File: src/rtl/julia_dispatch_if.sv
// rtl/julia_dispatch_if.sv - job issue, worker start broadcast and worker busy/release bundle
interface julia_dispatch_if #(
    parameter int NUM_BITS = 8,
    parameter int ADDR_W   = 32,
    parameter int COORD_W  = 64
);
    localparam int CNT_W = $clog2(NUM_BITS + 1);

    logic                job_valid;
    logic                job_ready;
    logic [ADDR_W-1:0]   job_address;
    logic [COORD_W-1:0]  job_coord;
    logic [NUM_BITS-1:0] start;
    logic [ADDR_W-1:0]   start_address;
    logic [COORD_W-1:0]  start_coord;
    logic [NUM_BITS-1:0] worker_release;
    logic [NUM_BITS-1:0] busy;
    logic [CNT_W-1:0]    idle_count;
    logic                all_idle;

    modport master (
        output job_valid, job_address, job_coord, worker_release,
        input  job_ready, start, start_address, start_coord, busy, idle_count, all_idle
    );

    modport slave (
        input  job_valid, job_address, job_coord, worker_release,
        output job_ready, start, start_address, start_coord, busy, idle_count, all_idle
    );
endinterface

File: src/rtl/julia_dispatch.sv
// rtl/julia_dispatch.sv - round-robin issue of pixel jobs to idle Julia workers
module julia_dispatch #(
    parameter int NUM_BITS = 8,
    parameter int ADDR_W   = 32,
    parameter int COORD_W  = 64
) (
    input  logic              clk,
    input  logic              n_rst,
    julia_dispatch_if.slave   bus
);
    localparam int IDX_W = $clog2(NUM_BITS);
    localparam int CNT_W = $clog2(NUM_BITS + 1);

    typedef enum logic {
        SEARCH = 1'b0,
        ISSUE  = 1'b1
    } state_t;

    state_t              state_q, state_d;
    logic [IDX_W-1:0]    ptr_q, ptr_d;
    logic [NUM_BITS-1:0] busy_q, busy_d;
    logic [NUM_BITS-1:0] start_q, start_d;
    logic [ADDR_W-1:0]   addr_q, addr_d;
    logic [COORD_W-1:0]  coord_q, coord_d;

    logic [NUM_BITS-1:0] set_mask;
    logic [IDX_W-1:0]    free_idx;
    logic                found;
    logic                job_ready;
    logic                xfer;
    logic [CNT_W-1:0]    idle_cnt;
    logic [IDX_W:0]      cand;

    assign job_ready = (state_q == SEARCH) && (busy_q != {NUM_BITS{1'b1}});
    assign xfer      = bus.job_valid && job_ready;

    // First free worker scanning upward from ptr with wrap-around.
    always_comb begin
        free_idx = '0;
        found    = 1'b0;
        cand     = '0;
        for (int i = 0; i < NUM_BITS; i++) begin
            cand = {1'b0, ptr_q} + (IDX_W+1)'(i);
            if (cand >= (IDX_W+1)'(NUM_BITS)) begin
                cand = cand - (IDX_W+1)'(NUM_BITS);
            end
            if (!found && !busy_q[cand[IDX_W-1:0]]) begin
                found    = 1'b1;
                free_idx = cand[IDX_W-1:0];
            end
        end
    end

    always_comb begin
        state_d  = state_q;
        ptr_d    = ptr_q;
        addr_d   = addr_q;
        coord_d  = coord_q;
        start_d  = '0;
        set_mask = '0;
        case (state_q)
            SEARCH: begin
                if (xfer) begin
                    set_mask = NUM_BITS'(1) << free_idx;
                    start_d  = NUM_BITS'(1) << free_idx;
                    addr_d   = bus.job_address;
                    coord_d  = bus.job_coord;
                    ptr_d    = (free_idx == IDX_W'(NUM_BITS - 1)) ? '0 : free_idx + IDX_W'(1);
                    state_d  = ISSUE;
                end
            end
            ISSUE: begin
                state_d = SEARCH;
            end
            default: begin
                state_d = SEARCH;
            end
        endcase
        // Setting after clearing lets a same-cycle accept beat a release.
        busy_d = (busy_q & ~bus.worker_release) | set_mask;
    end

    always_ff @(posedge clk) begin
        if (n_rst) begin
            state_q <= SEARCH;
            ptr_q   <= '0;
            busy_q  <= '0;
            start_q <= '0;
            addr_q  <= '0;
            coord_q <= '0;
        end else begin
            state_q <= state_d;
            ptr_q   <= ptr_d;
            busy_q  <= busy_d;
            start_q <= start_d;
            addr_q  <= addr_d;
            coord_q <= coord_d;
        end
    end

    always_comb begin
        idle_cnt = '0;
        for (int i = 0; i < NUM_BITS; i++) begin
            idle_cnt = idle_cnt + CNT_W'(!busy_q[i]);
        end
    end

    assign bus.job_ready     = job_ready;
    assign bus.start         = start_q;
    assign bus.start_address = addr_q;
    assign bus.start_coord   = coord_q;
    assign bus.busy          = busy_q;
    assign bus.idle_count    = idle_cnt;
    assign bus.all_idle      = (busy_q == '0);
endmodule

File: src/flat_wrapper.sv
// flat-port wrapper written by rule: the top's interface ports become plain ports
module julia_dispatch_flat 
#(
    parameter int NUM_BITS = 8,
    parameter int ADDR_W   = 32,
    parameter int COORD_W  = 64
)
  (clk, n_rst, bus_job_valid, bus_job_address, bus_job_coord, bus_worker_release, bus_job_ready, bus_start, bus_start_address, bus_start_coord, bus_busy, bus_idle_count, bus_all_idle);
  julia_dispatch_if #(.NUM_BITS(NUM_BITS), .ADDR_W(ADDR_W), .COORD_W(COORD_W)) bus_i ();
  input  logic clk;
  input  logic n_rst;
  input wire logic [$bits(bus_i.job_valid)-1:0] bus_job_valid;
  input wire logic [$bits(bus_i.job_address)-1:0] bus_job_address;
  input wire logic [$bits(bus_i.job_coord)-1:0] bus_job_coord;
  input wire logic [$bits(bus_i.worker_release)-1:0] bus_worker_release;
  output wire logic [$bits(bus_i.job_ready)-1:0] bus_job_ready;
  output wire logic [$bits(bus_i.start)-1:0] bus_start;
  output wire logic [$bits(bus_i.start_address)-1:0] bus_start_address;
  output wire logic [$bits(bus_i.start_coord)-1:0] bus_start_coord;
  output wire logic [$bits(bus_i.busy)-1:0] bus_busy;
  output wire logic [$bits(bus_i.idle_count)-1:0] bus_idle_count;
  output wire logic [$bits(bus_i.all_idle)-1:0] bus_all_idle;
  assign bus_i.job_valid = bus_job_valid;
  assign bus_i.job_address = bus_job_address;
  assign bus_i.job_coord = bus_job_coord;
  assign bus_i.worker_release = bus_worker_release;
  assign bus_job_ready = bus_i.job_ready;
  assign bus_start = bus_i.start;
  assign bus_start_address = bus_i.start_address;
  assign bus_start_coord = bus_i.start_coord;
  assign bus_busy = bus_i.busy;
  assign bus_idle_count = bus_i.idle_count;
  assign bus_all_idle = bus_i.all_idle;
  julia_dispatch #(.NUM_BITS(NUM_BITS), .ADDR_W(ADDR_W), .COORD_W(COORD_W)) u_core (.clk(clk), .n_rst(n_rst), .bus(bus_i));
endmodule
File: config.mk
export PLATFORM = sky130hd
export DESIGN_NAME = julia_dispatch_flat
export DESIGN_NICKNAME = d
export VERILOG_FILES = /design/src/rtl/julia_dispatch_if.sv /design/src/rtl/julia_dispatch.sv /design/src/flat_wrapper.sv
export SDC_FILE = /design/constraint.sdc
export NUM_CORES = 1
export LEC_CHECK = 0
export ABC_AREA = 1
export CORE_ASPECT_RATIO = 0.7
export CORE_MARGIN = 1.5
export CORE_UTILIZATION = 38
export DETAILED_ROUTE_END_ITERATION = 8
export PLACE_DENSITY = 0.77
export SYNTH_ARGS = -nofsm -noshare
export SYNTH_HDL_FRONTEND = slang
export SYNTH_SLANG_ARGS = --single-unit
File: constraint.sdc
create_clock -name clk -period 2.9 [get_ports clk]
set_input_delay 0.435 -clock clk [delete_from_list [all_inputs] [get_ports clk]]
set_output_delay 0.435 -clock clk [all_outputs]
set_load 0.01 [all_outputs]
### Word-level counts from Yosys, hierarchy flattened

Index checks and enable logic that the tools add are counted.
Widths: inputs -> output; s select.

* muxes and demuxes: 44
* div/mod/pow operators: 0
* $lt $le $gt $ge: 16
* reduce and logical (&&, ||, !) cells: 32
* shift operators: 1
* eq/ne operators: 2
* $add $sub $neg: 23
* multipliers: 0
* bitwise gates (word level): 4

Operators by type and width (count)
* $mux 3: 17
* $lt 3x4->1 const B: 8
* $ge 4x4->1 const B: 7
* $add 4x1->4: 6
* $bmux 1 s3: 8
* $sub 3x1->3 const B: 8
* $logic_not 1->1: 21
* $add 3x3->4 const B: 4
* $mux 1: 16
* $mux 8: 2
* $logic_and 1x1->1: 9
* $add 3x2->4 const B: 2
* $and 8x8->8: 1
* $logic_not 8->1: 1
* $ne 8x8->1 const B: 1
* $not 8->8: 1
* $or 8x8->8: 1
* $shl 1x3->8 const A: 1
* $add 3x1->4 const B: 1
* $ge 3x4->1 const B: 1
* $add 3x1->3 const B: 1
* $eq 3x3->1 const B: 1
* $add 1x1->2: 1
* $pmux 1 s2: 1
* other kinds (2): 2

* flip-flop bits (word level): 116
* output and inout port bits: 118
* bits in latches: 0
* memory bits (writable): 0
* ROM bits: 0
* memories: 0
* input port bits: 107

### Longest topological paths before layout

Gate-level depths: netlist (run 1).

* depth after elaboration: 30
* gate-level depth with buffers: 20

### Worst setup path after synthesis (run 1)

Ideal clock, no wire load.

* path kind: register -> output
* start point: register u_core.busy_q[0], in the netlist u_core.bus.busy[0]
* end point: output port bus_idle_count[1]
* slack: -0.230 ns
* buffers on the path: 0
* stages on the path, launching flop included: 9
* data arrival time: 2.695 ns
* data required time: 2.465 ns
* cells stage by stage: dfxtp_1 > inv_1 > ha_1 > fa_1 > fa_1 > fa_1 > inv_1 > fa_1 > inv_1

* cells in the longest elaborated chain, start to end: 8

Ends and longest elaborated chain
* from (decl): line julia_dispatch.sv:21 `logic [NUM_BITS-1:0] busy_q, busy_d;`
* from (signal assigned): line julia_dispatch.sv:94 `busy_q <= busy_d;`
* $logic_not 1->1: line julia_dispatch.sv:104 `idle_cnt = idle_cnt + CNT_W'(!busy_q[i]);`
* $add 1x1->2: line julia_dispatch.sv:104
* $add 4x1->4 (6 in a row): line julia_dispatch.sv:104
* to (decl): line flat_wrapper.sv:21 `output wire logic [$bits(bus_i.idle_count)-1:0] bus_idle_count;`

No other way between the ends.

### Worst setup path after layout (run 1)

Same ends and word-level chain as after synthesis.

==> metrics.txt, run 1 <==
Area after DPL=0.00748 sq mm; Die H=99.2 um; power density over cell area=roughly 680 mW/mm^2; Crit. End Element=output port; routed vias/inst=about 4.7; post-cts hold buffer count=0; row count=34; RSZ-0062 raised after global routing=true; DP Cell Count=1041; Final Hold Viols=0; initial antenna violation count=0; syn avg cell area=around 7.5 sq um; First-pass DRT Iterations=5; DR vias=5109; post-synth net total=791; CTS root buf=clkbuf_16; TritonCTS sink count=roughly 120; f_max=~0.29 GHz; Synth Flop Type=dfxtp_1; Yosys cell types=35; max_cap viols=0; asr flop ratio synth=0%; Syn. warnings=0; layout cells sized above 1=13.2%; failing checks=setup timing; Final WS setup=-0.507 ns; die area=0.0139 sq mm; Leak=3.39 nW; Residual DRC=0; Synth Register Bits=116; Post-Layout Inst Area=0.00813 sq mm; Synth top area share=46.3%; initial DRC count=254; cells on worst reg2reg path=17; Critical Path Source Type=register; fillcell total=approximately 1.1k; skew final=0.0121 ns; Synth area leader=dfxtp_1; Slew @ Worst Pin=between 0.9 and 1 ns; Rel. slew slack=between 30% and 40%; Hold Path Depth=2; final setup TNS=-1.34 ns; GRT overflow=0; largest net degree at the start of global routing=97; register area share after synthesis=46.3%; cts bufs inserted=17; Max Slew Vio Count=0; synthesis-to-finish area growth=62.0%; I/O Pins=225; outcome=complete, but fails checks; min Tclk post-route=3.41 ns; Final Util=64.4%; pre-CTS WS=-0.537 ns; Worst VDD drop=0.000492 V; starting density of the core=39.7%; antenna cell count=0; Worst EP arrival=2.97 ns; routed len/inst=between 10 and 15 um; Final ANT Viol Nets=0; EDFF count, synth=0; post-synthesis cell area=between 0.005 and 0.006 sq mm; first-pass GRT wire length=23.9 mm; # port buffers=224; # setup viols final=4; Placer Congestion=0.929; Max clock buf depth=2; chip width=between 100 and 150 um; period utilisation layout=117%; vias in the first global route=about 4.8k; final net count=1026; WS Path Type=register to output port; Hold WC Path Type=register to register; count leader, synth=nand2_1; gr usage total=a little over a fifth; final WL=15.2 mm; post-synthesis cell count=669; WP data required=2.47 ns; worst skew pair latency=about 0.4 ns; worst-path fanout max=2; Post-synth top cells=nand2_1 (264), dfxtp_1 (116), a21oi_1 (100); H-Tree Depth=4; CTS clk-pin slew, worst paths=0.06 ns; CTS tree=yes; Area contributors post-synth=dfxtp_1 (46%), nand2_1 (20%), a21oi_1 (10%), nand3_1 (3.3%), ha_1 (2.7%); hpwl dp=roughly 11 mm; core area=0.0126 sq mm; Finished Layout Cells=1079
## sequential cells by signal, summed over array words and instances, names as in the netlist
register                  count
u_core.bus.start_coord       64
u_core.ptr_q                  3
u_core.bus.busy               8
u_core.bus.start_address     32
u_core.bus.start              8
u_core.state_q                1
## final cells by class
class / count / area, sq um / share of cell area [%]
inverter: 42 / 163 / 2.00
timing repair buffer: 251 / 2450 / 30.1
clock inverter: 13 / 121 / 1.49
sequential: 116 / 2330 / 28.7
multi-input combinational: 476 / 2410 / 29.7
clock buffer: 19 / 453 / 5.57
tap: 162 / 203 / 2.49
## where the power goes
group	switching [W]	internal (W)	total, W
Sequential	0.0000565	0.00171	0.00177
Combinational	0.000971	0.000831	0.00180
Clock	0.000765	0.00123	0.00200
Total	0.00179	0.00378	0.00557
## stage by stage
stage | hold slack [ns] | power, W
detailed placement | 0.455 | 0.00354
CTS | 0.463 | 0.00556
global placement | 0.451 | 0.00352
finish | 0.461 | 0.00557
floorplan | 0.488 | 0.00282
global route | 0.480 | 0.00588
## final timing paths
| check | slack, ns | start | endpoint |
|---|---|---|---|
| worst max-delay path | -0.51 | u_core.bus.busy[0] | bus_idle_count[1] |
| worst min-delay path | 0.46 | u_core.bus.start_address[10] | u_core.bus.start_address[10] |
| worst min register to register | 0.46 | u_core.bus.start_address[10] | u_core.bus.start_address[10] |
| worst max register to register | 0.15 | u_core.ptr_q[1] | u_core.bus.busy[1] |
## what timing repair did
item | 4_1_cts | 5_1_grt
pin swaps | 5 | 9
cloned | 0 | 0
setup endpoints to repair | 4 | 18
setup buffers | 3 | 3
gates resized for setup | 20 | 11
## cells by family after synthesis
kind of cell | synth area share [%]
buffers and inverters | 7.10
xor gates and xnor gates | 1.05
and+or+nand+nor | 29.9
adders and majority gates | 4.34
AOI/OAI and AO/OA | 11.3
DFF | 46.3
## worst max-delay path: stages, from the launching register on
cell,delay [ns]
dfxtp_4,0.34
inv_2,0.07
ha_4,0.20
fa_1,0.51
fa_1,0.43
fa_2,0.36
inv_2,0.06
fa_2,0.43
inv_2,0.07
buf_6,0.09
## metal layers
metal	vias up	routed length (um)	GRT usage, %
met3	20	1360	7.85
li1	2606	-	-
met5	-	0	0
met4	0	213	6.80
met2	208	6840	32.8
met1	2275	6760	28.6
## cell usage in the layout (no fill, tap or decap), types with 9 or more instances in the layout
cell type | Yosys | routed
nand2_1 | 264 | 260
clkdlybuf4s50_1 | 0 | 219
dfxtp_1 | 116 | 114
a21oi_1 | 100 | 99
nand3_1 | 33 | 31
inv_1 | 34 | 29
buf_4 | 9 | 26
nand2_2 | 14 | 17
clkbuf_16 | 0 | 17
nor2_1 | 13 | 13
inv_2 | 6 | 10
nand3_2 | 7 | 9
ha_1 | 11 | 9
Power figures use the tool's default switching activity.
==> run 2, diff against run 1 <==
SKIP_LAST_GASP = 1   (was unset)
==> results of run 2 <==
No change in the layout: final DEF, timing and power equal those of run 1.
==> run 3, diff against run 2 <==
RECOVER_POWER = 25   (was unset)
==> metrics.txt, run 3 (same netlist as run 1, synthesis figures left out) <==
CP Cell Sequence=inv_2 -> ha_4 -> fa_1 -> fa_1 -> fa_2 -> inv_2 -> fa_2 -> inv_2 -> buf_6; Crit. End Element=output port; Worst EP arrival=2.97 ns (about the same); Hold WC Path Type=register to register; CTS root buf=clkbuf_16; Final ANT Viol Nets=0 (unchanged); worst r2r src=u_core.ptr_q[1]; cts bufs inserted=17 (unchanged); Max clock buf depth=2 (unchanged); power density over cell area=682 mW/mm^2 (-0.36%); Final Hold Viols=0 (unchanged); Final WS setup=-0.507 ns (+0.000326 ns); Max Slew Vio Count=0 (unchanged); max reg flops=64 (unchanged); routed len/inst=14.1 um (-0.12%); row count=34 (unchanged); worst skew pair latency=0.40 ns (about the same); core area=0.0126 sq mm (unchanged); failing checks=setup timing; hpwl dp=10.9 mm (unchanged); vias in the first global route=4761 (unchanged); layout cells sized above 1=13.2% (unchanged); outcome=complete, but fails checks; chip width=140 um (unchanged); HP Start=u_core.bus.start_coord[3]; max_cap viols=0 (unchanged); CP max-delay cell=fa_1; initial DRC count=256 (+0.79%); First-pass DRT Iterations=5 (unchanged); Critical Path Source Type=register; gr usage total=21.6% (unchanged); CTS tree=yes; # setup viols final=4 (unchanged); cells on worst reg2reg path=17 (unchanged); commonest non-fill, non-tap cell in the layout=nand2_1; DR vias=5097 (-0.23%); Slew @ Worst Pin=0.981 ns (-0.000594 ns); initial antenna violation count=0 (unchanged); antenna cell count=0 (unchanged); skew final=0.0121 ns (-0.0000202 ns); starting density of the core=39.7% (unchanged); Final Util=64.4% (unchanged); Rel. slew slack=34.6% (+0.040 points); routed vias/inst=4.72 (-0.23%); Residual DRC=0 (unchanged); TritonCTS sink count=116 (unchanged); WS Path Type=register to output port; I/O Pins=225 (unchanged); largest net degree at the start of global routing=97 (unchanged); Die H=99.2 um (unchanged); period utilisation layout=117% (about the same); # port buffers=224 (unchanged); most frequent cells in the layout=nand2_1 (260), clkdlybuf4s50_1 (162), dfxtp_1 (114); CP most frequent cell=inv_2; RSZ-0062 raised after global routing=true; H-Tree Depth=4 (unchanged); die area=0.0139 sq mm (unchanged); GRT overflow=0 (unchanged); worst-path fanout max=2 (unchanged); total power=0.00555 W (-0.36%); final net count=1026 (unchanged); WP data required=2.47 ns (about the same); final WL=15.2 mm (-0.12%); min Tclk post-route=3.41 ns (-0.000326 ns); f_max=0.294 GHz (about the same); Placer Congestion=0.929 (unchanged); Hold EP=u_core.bus.start_coord[3]; Leak=3.55 nW (+4.7%); first-pass GRT wire length=23.9 mm (unchanged); Hold Path Depth=2 (unchanged); Slowest Stage Delay on Critical Path=0.51 ns (about the same); CTS clk-pin slew, worst paths=0.06 ns (about the same); r2r endpoint=u_core.bus.busy[1]; Worst VDD drop=0.000492 V (about the same); synthesis-to-finish area growth=62.0% (unchanged); post-cts hold buffer count=0 (unchanged); reg2reg setup slack=0.14 ns (about the same)
-- run 3: worst max path at each step --
stage                       startpoint           endpoint  slack [ns]
global placement    u_core.bus.busy[1]  bus_idle_count[1]       -0.50
finish              u_core.bus.busy[0]  bus_idle_count[1]       -0.51
CTS                 u_core.bus.busy[1]  bus_idle_count[1]       -0.58
detailed placement  u_core.bus.busy[1]  bus_idle_count[1]       -0.54
floorplan           u_core.bus.busy[1]  bus_idle_count[1]       -0.02
global route        u_core.bus.busy[1]  bus_idle_count[1]       -0.59
-- run 3: timing repair --
item / CTS / global route
pin swaps: 5 / 9
hold endpoints to repair: 0 / 0
endpoints found under the setup margin: 4 / 18
buffers inserted: 3 / 3
gates resized for setup: 20 / 11
-- run 3: critical path, delay by kind of cell (launching register included) --
family,cells,cell delay [ns]
adders and majority gates,5,1.93
buffers and inverters,4,0.29
DFF,1,0.34
-- run 3: per-layer routing --
layer  vias up  part of all wire [%]  GRT usage, %
li1       2608                     -             -
met1      2267                    45          28.6
met2       202                    44          32.8
met3        20                   9.0          7.85
met4         0                   1.4          6.80
met5         -                     0             0
-- run 3: layout make-up --
class / count / area [sq um]
Timing Repair Buffer: 251 / 2450
Sequential cell: 116 / 2330
Clock buffer: 19 / 453
Clock inverter: 13 / 121
Multi-Input combinational cell: 476 / 2410
Fill cell: 1073 / 4500
Tap cell: 162 / 203
Inverter: 42 / 163
-- run 3: per-stage QoR --
step	TNS (ns)	setup slack [ns]	instance area [sq um]	instances	hold WS (ns)
6_report	-1.34	-0.507	8130	1079	0.457
5_1_grt	-1.65	-0.588	8130	1079	0.477
4_1_cts	-1.73	-0.576	8070	1076	0.463
3_5_place_dp	-1.27	-0.537	7480	1041	0.455
3_3_place_gp	-1.09	-0.497	7480	1041	0.451
2_1_floorplan	-0.0161	-0.0161	5050	669	0.488
-- run 3: where the power goes --
part	internal [W]	switching [W]	total (W)
combinational	0.000813	0.000971	0.00178
sequential	0.00171	0.0000543	0.00176
clock	0.00123	0.000765	0.00200
